--- config.mk ---
export PLATFORM = sky130hd
export DESIGN_NAME = mod7177_rr_share
export DESIGN_NICKNAME = d
export VERILOG_FILES = /design/src/rtl/mod7177_pkg.sv /design/src/rtl/mod7177S35.sv /design/src/rtl/mod7177_rr_share.sv
export SDC_FILE = /design/constraint.sdc
export NUM_CORES = 1
export LEC_CHECK = 0
export BUFFER_PORTS_ARGS = -buffer_cell sky130_fd_sc_hd__buf_2
export CAP_MARGIN = 40
export CELL_PAD_IN_SITES_DETAIL_PLACEMENT = 1
export CELL_PAD_IN_SITES_GLOBAL_PLACEMENT = 2
export CORE_MARGIN = 2
export CORE_UTILIZATION = 39
export CTS_CLUSTER_SIZE = 10
export DETAILED_ROUTE_END_ITERATION = 12
export PLACE_DENSITY_LB_ADDON = 0.1
export SYNTH_ARGS = -nofsm -noshare
export SYNTH_HDL_FRONTEND = slang
export SYNTH_HIERARCHICAL = 1
export SYNTH_SLANG_ARGS = --single-unit
--- constraint.sdc ---
create_clock -name clk -period 47.8 [get_ports clk]
set_input_delay 4.78 -clock clk [delete_from_list [all_inputs] [get_ports clk]]
set_output_delay 4.78 -clock clk [all_outputs]
set_load 0.02 [all_outputs]
--- src/rtl/mod7177_pkg.sv ---
// Shared constants for the mod-7177 reduction datapath.
//   Q         : modulus
//   QHALF     : largest magnitude of a centred residue
//   IN_W      : width of a signed operand entering the reducer
//   OUT_W     : width of the signed centred residue
//   RED_LAT   : register stages inside the reducer
//   SHARE_LAT : operand-accept to result latency of the shared wrapper
package mod7177_pkg;
    localparam int Q         = 7177;
    localparam int QHALF     = 3588;
    localparam int IN_W      = 35;
    localparam int OUT_W     = 13;
    localparam int RED_LAT   = 3;
    localparam int SHARE_LAT = RED_LAT + 1;
endpackage

--- src/rtl/mod7177S35.sv ---
// Reducer: signed 35-bit operand -> centred signed residue mod 7177 in
// [-QHALF, QHALF]. Three register stages, accepts a new operand every cycle,
// never stalls.
// Ports:
//   clk   : rising-edge clock
//   Reset : synchronous active-high, clears the stage registers
//   In    : signed operand
//   Out   : centred residue of the operand presented RED_LAT cycles earlier
module mod7177S35
    import mod7177_pkg::*;
(
    input  logic                    clk,
    input  logic                    Reset,
    input  logic signed [IN_W-1:0]  In,
    output logic signed [OUT_W-1:0] Out
);

    localparam logic signed [IN_W-1:0] Q_S = IN_W'(Q);

    // Residue in [0, Q). The remainder takes the dividend's sign, so a
    // negative remainder is lifted by one modulus.
    function automatic logic [OUT_W-1:0] mod_pos(input logic signed [IN_W-1:0] x);
        logic signed [IN_W-1:0] r;
        r = x % Q_S;
        if (r < 0) begin
            r = r + Q_S;
        end
        return OUT_W'(r);
    endfunction

    // Map [0, Q) onto [-QHALF, QHALF]; the subtraction wraps correctly in
    // OUT_W-bit two's complement.
    function automatic logic signed [OUT_W-1:0] centre(input logic [OUT_W-1:0] r);
        if (r > OUT_W'(QHALF)) begin
            return $signed(r - OUT_W'(Q));
        end
        return $signed(r);
    endfunction

    logic signed [IN_W-1:0]  x_p0;
    logic        [OUT_W-1:0] r_p1;
    logic signed [OUT_W-1:0] y_p2;

    always_ff @(posedge clk) begin
        if (Reset) begin
            x_p0 <= '0;
            r_p1 <= '0;
            y_p2 <= '0;
        end else begin
            // p0: capture operand
            x_p0 <= In;
            // p1: non-negative residue
            r_p1 <= mod_pos(x_p0);
            // p2: centred residue
            y_p2 <= centre(r_p1);
        end
    end

    assign Out = y_p2;

endmodule

--- src/rtl/mod7177_rr_share.sv ---
// Round-robin front end that shares one mod7177S35 reducer among NREQ
// requesters and tags every result with the index of its requester.
// Ports:
//   clk       : rising-edge clock
//   Reset     : synchronous active-high; also resets the reducer
//   req_valid : per-requester operand present
//   req_data  : packed signed operands, slice i = [IN_W*i +: IN_W]
//   req_ready : one-hot grant (zero when idle or in reset)
//   out_valid : out_id/out_data carry a result this cycle
//   out_id    : requester index of the result
//   out_data  : centred residue in [-QHALF, QHALF]
//   busy      : any operand still in flight
module mod7177_rr_share
    import mod7177_pkg::*;
#(
    parameter int NREQ = 4,
    parameter int IDW  = 2
) (
    input  logic                    clk,
    input  logic                    Reset,
    input  logic [NREQ-1:0]         req_valid,
    input  logic [NREQ*IN_W-1:0]    req_data,
    output logic [NREQ-1:0]         req_ready,
    output logic                    out_valid,
    output logic [IDW-1:0]          out_id,
    output logic signed [OUT_W-1:0] out_data,
    output logic                    busy
);

    // Returns {found, index}: first valid requester at or after ptr,
    // wrapping. Scanning offsets downward lets the smallest offset win.
    function automatic logic [IDW:0] rr_pick(input logic [NREQ-1:0] vld,
                                             input logic [IDW-1:0]  ptr);
        logic [IDW:0] res;
        int           idx;
        res = '0;
        for (int i = NREQ - 1; i >= 0; i--) begin
            idx = (int'(ptr) + i) % NREQ;
            if (vld[IDW'(idx)]) begin
                res = {1'b1, IDW'(idx)};
            end
        end
        return res;
    endfunction

    logic [IDW-1:0]          ptr_q, ptr_d;
    logic                    grant_found;
    logic [IDW-1:0]          grant_idx;
    logic                    accept;
    logic signed [IN_W-1:0]  in_reg_q, in_reg_d;
    logic [SHARE_LAT-1:0]    tag_vld_q;
    logic [IDW-1:0]          tag_id_q [SHARE_LAT];
    logic signed [OUT_W-1:0] red_out;

    always_comb begin
        {grant_found, grant_idx} = rr_pick(req_valid, ptr_q);
        // Nothing may be accepted while reset is held.
        accept    = grant_found && !Reset;
        req_ready = '0;
        for (int i = 0; i < NREQ; i++) begin
            req_ready[i] = accept && (grant_idx == IDW'(i));
        end
        ptr_d    = ptr_q;
        in_reg_d = '0;
        if (accept) begin
            ptr_d    = (grant_idx == IDW'(NREQ - 1)) ? '0 : grant_idx + IDW'(1);
            in_reg_d = $signed(req_data[grant_idx*IN_W +: IN_W]);
        end
    end

    always_ff @(posedge clk) begin
        if (Reset) begin
            ptr_q     <= '0;
            in_reg_q  <= '0;
            tag_vld_q <= '0;
            for (int i = 0; i < SHARE_LAT; i++) begin
                tag_id_q[i] <= '0;
            end
        end else begin
            ptr_q     <= ptr_d;
            // Stage 0: operand register; the tag stage moves with it and a
            // zero valid bit marks a bubble.
            in_reg_q  <= in_reg_d;
            tag_vld_q <= {tag_vld_q[SHARE_LAT-2:0], accept};
            tag_id_q[0] <= accept ? grant_idx : '0;
            // Stages 1..3: tags follow the reducer's internal stages.
            for (int i = 1; i < SHARE_LAT; i++) begin
                tag_id_q[i] <= tag_id_q[i-1];
            end
        end
    end

    mod7177S35 u_red (
        .clk   (clk),
        .Reset (Reset),
        .In    (in_reg_q),
        .Out   (red_out)
    );

    assign out_valid = tag_vld_q[SHARE_LAT-1];
    assign out_id    = tag_id_q[SHARE_LAT-1];
    assign out_data  = red_out;
    assign busy      = |tag_vld_q;

endmodule
==> results.md, run 1 <==
- Core area: 45500 um^2
- Hold path start: in_reg_q[17]$_SDFF_PP0_
- Vias per cell: 6.48
- Hold Path End: u_red/x_p0[17]$_SDFF_PP0_
- Nets@finish: 2680
- Routability Congestion: slightly above 0.9
- Critical Path Sink Type: flip-flop
- Largest net degree at the start of global routing: 74
- Dominant synthesized flop cell: dfxtp_1
- Initial antenna violation count: 3
- Post-CTS Setup Bufs: 0
- Synth top area share: 12.2%
- Synth top cells by count: 243 x nor2_1, 183 x nand2_1, 132 x a21oi_1
- Adder-Cell Fraction of Synth Area: 1.43%
- Worst R2R Path Depth: 84
- Hpwl dp: 56500 um
- Post-synthesis async set-or-reset flop share: 0%
- Synth Register Bits: 110
- Slew Limit Fails: 0
- Clock transition at path regs: 0.08 ns
- Slew HR: around 38%
- Ranking of synthesized cells by area: dfxtp_1 12%, mux2i_1 5.9%, xnor2_1 5.9%, nor2_1 5.1%, nand2_1 3.8%
- Critical path class: flip-flop to flip-flop
- Bufs and invs on worst path: 3
- Crit Reg-Reg Startpoint: u_red/x_p0[0]$_SDFF_PP0_
- Remaining DRCs: 0
- Mux contribution to synthesized area: 7.28%
- Row count: 78
- Tmin final: 30.28 ns
- Worst Hold Depth: 1
- Syn_area_per_cell: 7.44 um^2
- Hold_buf cts: 0
- Clk sinks: 110
- CTS tree: yes
- Mapped Nets: 2579
- Max Cap Viol: 0
- R2R Path End: u_red/r_p1[8]$_SDFF_PP0_
- Setup TNS: 0 ns
- XOR/XNOR Fraction of Synth Area: 10.2%
- Fmax: roughly 0.033 GHz
- Synth cell types: 158
- Via count: 20300
- Setup Skew: between 0.015 and 0.02 ns
- Largest fanout on the critical path: 17
- Synth Area in Simple Gates: 27.6%
- Ys Warns: 6
- Compound-Gate Fraction of Synth Area: a little under two fifths
- Max clock buf depth: 2
- Initial Util: a little under 40%
- Critical Path Max Stage Delay: 0.81 ns
- # IOs: 167
- Area Growth Syn to Fin: 8.53%
- Delay-heaviest family, CP: compound AO/OA/AOI/OAI gates
- Die width: approximately 220 um
- All-Layer GR Usage: 28.1%
- Syn Inst Count: 2423
- Post-cts gate resize count: 0
- N_diodes: 0
- 1st-iter DRT viols: 1356
- Post-route ant nets: 0
- Clock Latency Late Sink: about 0.37 ns
- Nature of the critical path startpoint: flip-flop
- Synth Cell Area: 18000 um^2
- Most used cell along the critical path: nand3_1
- Total CTS buffers: 9
- Main combinational cell family by area after synthesis: compound AO/OA/AOI/OAI gates
- First-pass GRT wire length: between 100000 and 150000 um
- Die height: 219 um
- R2r setup slk: 17.52 ns
- Die area: about 48000 um^2
- Htree depth: 3
- Share of layout cells above drive strength 1: 15.1%
- RSZ-0062 raised after global routing: false
- Root Driver: clkbuf_16
- Final hold violations: 0
- Final period util: 63.4%
- Post-synth EDFFs: 0
- Port Buffers: 166
- Hold Crit Class: flip-flop to flip-flop
- Worst path required time: 48.03 ns
- Worst-margin pin slew: ~0.93 ns
- Total gr overflow: 0
- Crit path max-delay cell type: o31ai_2
- Worst EP arrival: 30.51 ns
- Vias in the first global route: 20000
- Status: finished, final reports clean
- DR WL/cell: about 22 um
- Most frequent cell after synthesis: nor2_1
- DRT Pass-1 Iters: 6
- Post-synth top area cell: dfxtp_1
- Total wire length: 69500 um
- Setup Viol. Count Final: 0
- Seq/Total Area, Yosys: 12.2%
==> cell families after synthesis <==
family,after synthesis
adders and majority gates,23
xor gates and xnor gates,200
AOI/OAI and AO/OA,871
and+or+nand+nor,945
muxes,128
buffers and inverters,146
DFF,110
==> per-stage QoR <==
step / util, % / area (um^2) / setup WS (ns) / hold slack (ns) / std cells
5_1_grt: 43.0 / 19600 / 15.46 / 0.462 / 3129
3_3_place_gp: 42.2 / 19200 / 18.67 / 0.418 / 3108
4_1_cts: 43.0 / 19600 / 18.06 / 0.448 / 3129
6_report: 43.0 / 19600 / 17.52 / 0.441 / 3129
2_1_floorplan: - / 18000 / 24.24 / 0.414 / 2423
3_5_place_dp: 42.3 / 19200 / 18.22 / 0.428 / 3113
==> layer usage <==
metal	track usage (%)	routed length (um)
met1	38.0	32300
met2	47.3	32200
met3	3.55	3420
met4	6.94	1470
met5	0	34
==> how the worst max path moves through the flow <==
stage                                  start  slack, ns  depth (start not counted)                        end
finish              u_red/x_p0[0]$_SDFF_PP0_      17.52                         84   u_red/r_p1[8]$_SDFF_PP0_
global route        u_red/x_p0[5]$_SDFF_PP0_      15.46                         82   u_red/r_p1[9]$_SDFF_PP0_
CTS                 u_red/x_p0[5]$_SDFF_PP0_      18.06                         82   u_red/r_p1[9]$_SDFF_PP0_
detailed placement  u_red/x_p0[0]$_SDFF_PP0_      18.22                         84   u_red/r_p1[9]$_SDFF_PP0_
global placement    u_red/x_p0[0]$_SDFF_PP0_      18.67                         82   u_red/r_p1[4]$_SDFF_PP0_
floorplan           u_red/x_p0[7]$_SDFF_PP0_      24.24                         92  u_red/r_p1[12]$_SDFF_PP0_
==> cell usage in the layout (no fill, tap or decap), types with 33 or more instances in the layout <==
cell / count
a211oi_1: 40
o21ai_1: 37
buf_2: 167
a21oi_1: 132
inv_1: 51
o211ai_1: 37
a31oi_1: 43
or3_1: 35
o22ai_1: 47
nor3_1: 71
mux2i_1: 107
nor2b_1: 61
xnor2_1: 121
nand3_1: 83
nor2_1: 243
nand2_1: 183
dfxtp_1: 110
xor2_1: 70
nand4_1: 33
o21ai_0: 103
==> final cells by class <==
cell class | instances | area (um^2)
fill | 5793 | 25900
sequential | 110 | 2200
inverter | 53 | 199
timing repair buffer | 183 | 968
multi-input combinational | 2167 | 15100
tap | 600 | 751
clock buffer | 9 | 225
clock inverter | 7 | 101
==> worst register-to-register path: cells and delay by family, from the launching register on <==
family          cells  cell delay [ns]
flops               1             0.39
buf+inv             3             0.50
mux                 6             2.52
fa+ha+maj           2             0.50
simple gates       26             9.70
compound gates     43            15.17
xor+xnor            4             1.41
==> sequential cells by signal (all words and copies together), names as in the netlist <==
signal and count:
ptr_q 2, in_reg_q 35, u_red/Out 13, tag_vld_q 4
u_red/x_p0 35, tag_id_q 8, u_red/r_p1 13
Power of run 1 is left out: the tool's default activity adds up to more than one toggle a clock period on the data nets, which glitch-free logic cannot reach.
==> inputs of run 2 (changes only) <==
--- a/config.mk
+++ b/config.mk
@@ -5,12 +5,13 @@
 export SDC_FILE = /design/constraint.sdc
 export NUM_CORES = 1
 export LEC_CHECK = 0
+export ABC_AREA = 1
 export BUFFER_PORTS_ARGS = -buffer_cell sky130_fd_sc_hd__buf_2
 export CAP_MARGIN = 40
 export CELL_PAD_IN_SITES_DETAIL_PLACEMENT = 1
 export CELL_PAD_IN_SITES_GLOBAL_PLACEMENT = 2
 export CORE_MARGIN = 2
-export CORE_UTILIZATION = 39
+export CORE_UTILIZATION = 34
 export CTS_CLUSTER_SIZE = 10
 export DETAILED_ROUTE_END_ITERATION = 12
 export PLACE_DENSITY_LB_ADDON = 0.1
==> constraint.sdc (replaced) <==
create_clock -name clk -period 29.8 [get_ports clk]
set_input_delay 2.98 -clock clk [delete_from_list [all_inputs] [get_ports clk]]
set_output_delay 2.98 -clock clk [all_outputs]
set_load 0.02 [all_outputs]
==> run 2 against run 1 <==
Worst setup slack worse by 12 ns. Clock-buffer cell count up 1. Synthesized area up 20%. Routed wire length up 0.23%. Sequential share of layout area down 1.7 points. Non-clock buffer count down 10. Clock skew down 0.0037 ns. Hold slack worse by 0.042 ns. Via count up 8.0%. Synthesized cell count up 46%.
==> results.md, run 2 <==
- R2r setup slk: 5.24 ns
- Vias per cell: 4.86
- Routability Congestion: 0.873
- Die height: 256 um
- Share of layout cells above drive strength 1: ~28%
- Regs by FF count: in_reg_q: 35 flops, u_red/x_p0: 35 flops
- Hold_buf cts: 0
- Post-synthesis async set-or-reset flop share: 0%
- Post-route cell area: approximately 23000 um^2
- Worst R2R Path Depth: 165
- Max clock buf depth: 2
- All-Layer GR Usage: 21.1%
- Met3 usage in global routing: 1.10%
- 1st-iter DRT viols: 905
- Largest fanout on the critical path: 20
- Nets@finish: 3806
- Total CTS buffers: 9
- Via count: 21900
- Post-synth EDFFs: 0
- CTS tree: yes
- Post-CTS Setup Bufs: 0
- Crit path max-delay cell type: nand3_2
- Most frequent cell after synthesis: nand2_1
- Worst EP arrival: 24.85 ns
- Final period util: between 80 and 90%
- Most frequent cells in the layout: 797 x nand2_1, 513 x inv_1, 512 x nand3_1
- Slew Limit Fails: 0
- Post-synth top area cell: nand2_1
- Crit Reg-Reg Startpoint: u_red/x_p0[0]$_SDFF_PP0_
- Synth Cell Area: 21600 um^2
- First-pass GRT wire length: 117000 um
- CP startpoint: u_red/x_p0[0]$_SDFF_PP0_
- Ys Warns: 6
- Hold Crit Class: flip-flop to flip-flop
- Synth top area share: around 14%
- Syn_area_per_cell: 6.08 um^2
- Synth Register Bits: 110
- Worst Hold Depth: 2
- Root Driver: clkbuf_16
- Mapped Nets: 3701
- Die area: roughly 65000 um^2
- # fillers: 8550
- Seq/Total Area, Yosys: 10.2%
- Tmin final: 24.56 ns
- Port Buffers: 166
- R2R Path End: u_red/r_p1[8]$_SDFF_PP0_
- Initial Util: 34.3%
- Total wire length: roughly 70000 um
- Cell Count, Final, Fillers Out: 4501
- GR Util met1: 29.4%
- Critical Path Max Stage Delay: a little over 0.6 ns
- Vias in the first global route: 22700
- Most common cell after layout, fill and taps aside: nand2_1
- Placed Cells: around 4500
- Met2 usage: a little over a third
- Hold Path End: u_red/x_p0[9]$_SDFF_PP0_
- Dominant synthesized flop cell: dfxtp_1
- Total gr overflow: 0
- Final hold violations: 0
- Status: finished, final reports clean
- Setup TNS: 0 ns
- Critical Path Sink Type: flip-flop
- Htree depth: 3
- Synth cell types: 67
- Post-route ant nets: 0
- Ranking of synthesized cells by area: nand2_1 14%, nand3_1 12%, dfxtp_1 10%, nand2_4 9.9%, inv_1 8.9%
- Hpwl dp: around 60000 um
- Core area: 62900 um^2
- Post-cts gate resize count: 0
- Area Growth Syn to Fin: 6.87%
- Worst-margin pin slew: 0.821 ns
- RSZ-0062 raised after global routing: false
- # IOs: 167
- Slew HR: 45.1%
- Clk sinks: 110
- Critical path class: flip-flop to flip-flop
- Setup Viol. Count Final: 0
- Row count: 92
- Worst path required time: 30.08 ns
- Syn Inst Count: about 3500
- Fmax: roughly 0.041 GHz
- Placed Area: approximately 23000 um^2
- DRT Pass-1 Iters: 4
- Clock transition at path regs: 0.08 ns
- Max Cap Viol: 0
- N_diodes: 0
- GRT busiest layer: met2
- Nature of the critical path startpoint: flip-flop
- Setup Skew: between 0.01 and 0.015 ns
- Die width: 256 um
- Initial antenna violation count: 0
- Clock Latency Late Sink: 0.36 ns
- DR WL/cell: 15.5 um
- Remaining DRCs: 0
- Hold path start: in_reg_q[9]$_SDFF_PP0_
- Synth top cells by count: 797 x nand2_1, 513 x inv_1, 512 x nand3_1
- Largest net degree at the start of global routing: between 70 and 80
- Most used cell along the critical path: nand2_4
-- run 2: changes by cell type in the layout (fill, tap and decap cells not counted), sizes merged, moves of 55 or more --
cell	change
nand2	+1075
inv	+542
nand3	+515
nor2	+160
xnor2	-117
mux2i	-109
nor2b	-62
o21ai	-55
-- run 2: worst max path at each step --
stage | end | slack, ns
2_1_floorplan | u_red/r_p1[10]$_SDFF_PP0_ | 10.93
3_3_place_gp | u_red/r_p1[8]$_SDFF_PP0_ | 6.07
3_5_place_dp | u_red/r_p1[8]$_SDFF_PP0_ | 5.17
4_1_cts | u_red/r_p1[8]$_SDFF_PP0_ | 5.08
5_1_grt | u_red/r_p1[8]$_SDFF_PP0_ | 2.45
6_report | u_red/r_p1[8]$_SDFF_PP0_ | 5.24
-- run 2: per-layer routing --
metal | vias to the layer above | share of wire, % | wire, um
met4 | 0 | 1.4 | 965
met3 | 51 | 2.2 | 1550
met1 | 10200 | 50 | 34800
met5 | - | 0 | 0
li1 | 11300 | - | -
met2 | 303 | 46 | 32400
-- run 2: through the flow --
step           utilization [%]  hold WS, ns  setup slack, ns
2_1_floorplan                -        0.388            10.93
3_3_place_gp              36.2        0.389             6.07
3_5_place_dp              36.2        0.398             5.17
4_1_cts                   36.7        0.402             5.08
5_1_grt                   36.7        0.420             2.45
6_report                  36.7        0.399             5.24
-- run 2: area by class of cell --
cell class	count	area (um^2)	share of cell area, %
Sequential cell	110	2200	9.56
Multi-Input combinational cell	2726	16000	69.5
Clock buffer	10	239	1.04
Tap cell	846	1060	4.59
Clock inverter	6	61.3	0.266
Timing Repair Buffer	173	881	3.82
Inverter	630	2590	11.3
-- run 2: cells by family (layout without fill, tap and decap cells) --
kind of cell / Yosys count / after routing / share of synthesized area [%]
DFF: 110 / 110 / 10.2
AOI/OAI and AO/OA: 219 / 219 / 6.60
and+or+nand+nor: 2391 / 2391 / 62.5
buffers and inverters: 709 / 819 / 15.6
adders and majority gates: 10 / 10 / 0.580
xor gates and xnor gates: 106 / 106 / 4.53
-- run 2: critical path, delay by kind of cell (launching register included) --
family / cells / cell delay, ns
fa+ha+maj: 3 / 0.68
simple gates: 138 / 19.24
buf+inv: 15 / 1.77
flops: 1 / 0.34
compound gates: 9 / 2.29
Power of run 2 is left out for the same reason.
==> inputs of run 3 (changes only) <==
==> constraint.sdc (replaced) <==
create_clock -name clk -period 23.1 [get_ports clk]
set_input_delay 2.31 -clock clk [delete_from_list [all_inputs] [get_ports clk]]
set_output_delay 2.31 -clock clk [all_outputs]
set_load 0.02 [all_outputs]
==> run 3 against run 2 <==
Cell count grew 2.8%. Non-clock buffer count grew 115. First-iteration DRC count is 17% lower. Clock-buffer cell count unchanged. Sequential share of layout area decreased by 0.61 points. Worst setup slack lost 3.6 ns. Critical endpoint unchanged.
==> results.md, run 3 (synthesis gave the netlist of run 2 again) <==
- Status: finished, final reports clean
- CTS tree: yes
- Post-route ant nets: 0
- Die height: 256 um
- Placed Cells: 4490
- Die width: 256 um
- Initial antenna violation count: 1
- Vias in the first global route: 22400
- Critical Path Sink Type: flip-flop
- Area Growth Syn to Fin: 14.3%
- Worst EP arrival: approximately 22 ns
- Slew HR: 45.3%
- Routability Congestion: roughly 0.9
- Via count: about 22000
- Fin Hold WS: 0.397 ns
- Largest fanout on the critical path: 17
- Nature of the critical path startpoint: flip-flop
- Nets@finish: 3928
- Die area: 65400 um^2
- Total wire length: 70500 um
- Worst path required time: 23.39 ns
- Setup Skew: about 0.013 ns
- Crit Reg-Reg Startpoint: u_red/x_p0[0]$_SDFF_PP0_
- # IOs: 167
- Clock Latency Late Sink: 0.36 ns
- Crit path max-delay cell type: nand4_1
- Final hold violations: 0
- Tmin final: 21.47 ns
- Fmax: 0.0466 GHz
- Htree depth: 3
- DRT Pass-1 Iters: 4
- Port Buffers: 166
- Total gr overflow: 0
- Critical path class: flip-flop to flip-flop
- Core area: about 63000 um^2
- Total CTS buffers: 9
- Most used cell along the critical path: nand2_2
- Final period util: 92.9%
- Slew Limit Fails: 0
- Hold_buf cts: 0
- Most frequent cells in the layout: 788 x nand2_1, 510 x inv_1, 508 x nand3_1
- Clock transition at path regs: 0.08 ns
- R2r setup slk: 1.63 ns
- Critical Path Max Stage Delay: 0.46 ns
- # fillers: 8468
- Hpwl dp: 58000 um
- Most common cell after layout, fill and taps aside: nand2_1
- Initial Util: 34.3%
- Max clock buf depth: 2
- Remaining DRCs: 0
- Worst R2R Path Depth: 171
- DR WL/cell: 15.2 um
- First-pass GRT wire length: 114000 um
- Cell Count, Final, Fillers Out: 4625
- All-Layer GR Usage: 20.5%
- Max Cap Viol: 0
- Regs by FF count: in_reg_q: 35 flops, u_red/x_p0: 35 flops
- Clk sinks: between 100 and 150
- Worst-margin pin slew: 0.818 ns
- CP startpoint: u_red/x_p0[0]$_SDFF_PP0_
- 1st-iter DRT viols: 754
- Root Driver: clkbuf_16
- Reg area: 2210 um^2
- Vias per cell: 4.82
- Multi-input gate area: approximately 17000 um^2
- Hold Crit Class: flip-flop to flip-flop
- Row count: 92
- Share of layout cells above drive strength 1: roughly a third
- Largest net degree at the start of global routing: 72
- R2R Path End: u_red/r_p1[8]$_SDFF_PP0_
- Setup Viol. Count Final: 0
- Setup crit end: u_red/r_p1[8]$_SDFF_PP0_
==> run 3: cell count changes in the layout (fill, tap and decap cells not counted), moves of 4 or more <==
cell / change
nor2_1: -17
nand2_1: -9
buf_12: +7
nand2_8: +16
buf_4: +107
nand3_4: +9
nor2_4: +21
nand3_1: -4
xor2_1: -4
==> run 3: metrics by stage <==
step | cell area (um^2) | setup TNS, ns | util, % | worst slack [ns]
after floorplan | 21600 | 0 | - | 4.23
after global placement | 22800 | 0 | 36.2 | 0.163
after detailed placement | 22800 | -8.00 | 36.3 | -0.677
after CTS | 23200 | 0 | 36.9 | 0.0122
after global routing | 24600 | -1.32 | 39.2 | -0.225
final | 24600 | 0 | 39.2 | 1.63
==> run 3: area by class of cell <==
class | count | share of cell area, %
repair buffers | 288 | 7.49
multi-input cells | 2733 | 67.5
clock buffers | 10 | 0.969
inverters | 630 | 10.6
flip-flops and latches | 110 | 8.95
well taps | 846 | 4.29
clock inverters | 6 | 0.208
diodes | 2 | 0.0203
==> run 3: critical path, delay by kind of cell, from the launching register on <==
kind	cells	cell delay [ns]
simple gates	145	17.32
buf+inv	20	2.59
fa+ha+maj	3	0.63
flops	1	0.36
compound gates	3	0.29
==> run 3: worst min path at each step <==
stage,endpoint,startpoint,slack (ns),cells after the start
after global routing,u_red/x_p0[34]$_SDFF_PP0_,in_reg_q[34]$_SDFF_PP0_,0.42,2
after floorplan,tag_id_q[0][2]$_SDFF_PP0_,tag_id_q[0][0]$_SDFF_PP0_,0.39,2
after detailed placement,u_red/x_p0[6]$_SDFF_PP0_,in_reg_q[6]$_SDFF_PP0_,0.40,2
after global placement,u_red/x_p0[34]$_SDFF_PP0_,in_reg_q[34]$_SDFF_PP0_,0.39,2
after CTS,u_red/x_p0[34]$_SDFF_PP0_,in_reg_q[34]$_SDFF_PP0_,0.41,2
final,u_red/x_p0[34]$_SDFF_PP0_,in_reg_q[34]$_SDFF_PP0_,0.40,2
==> run 3: repair_timing <==
item | in CTS | in global routing
endpoints found under the setup margin | 13 | 13
gates cloned | 0 | 7
buffers inserted | 10 | 100
pin swaps | 3 | 56
resized for setup | 8 | 110
==> run 3: layer usage <==
| layer | routed length, um | track usage [%] |
|---|---|---|
| met4 | 1030 | 4.08 |
| met5 | 0 | 0 |
| met3 | 1720 | 1.76 |
| met2 | 34300 | 36.1 |
| met1 | 33500 | 27.4 |
Power of run 3 is left out for the same reason.
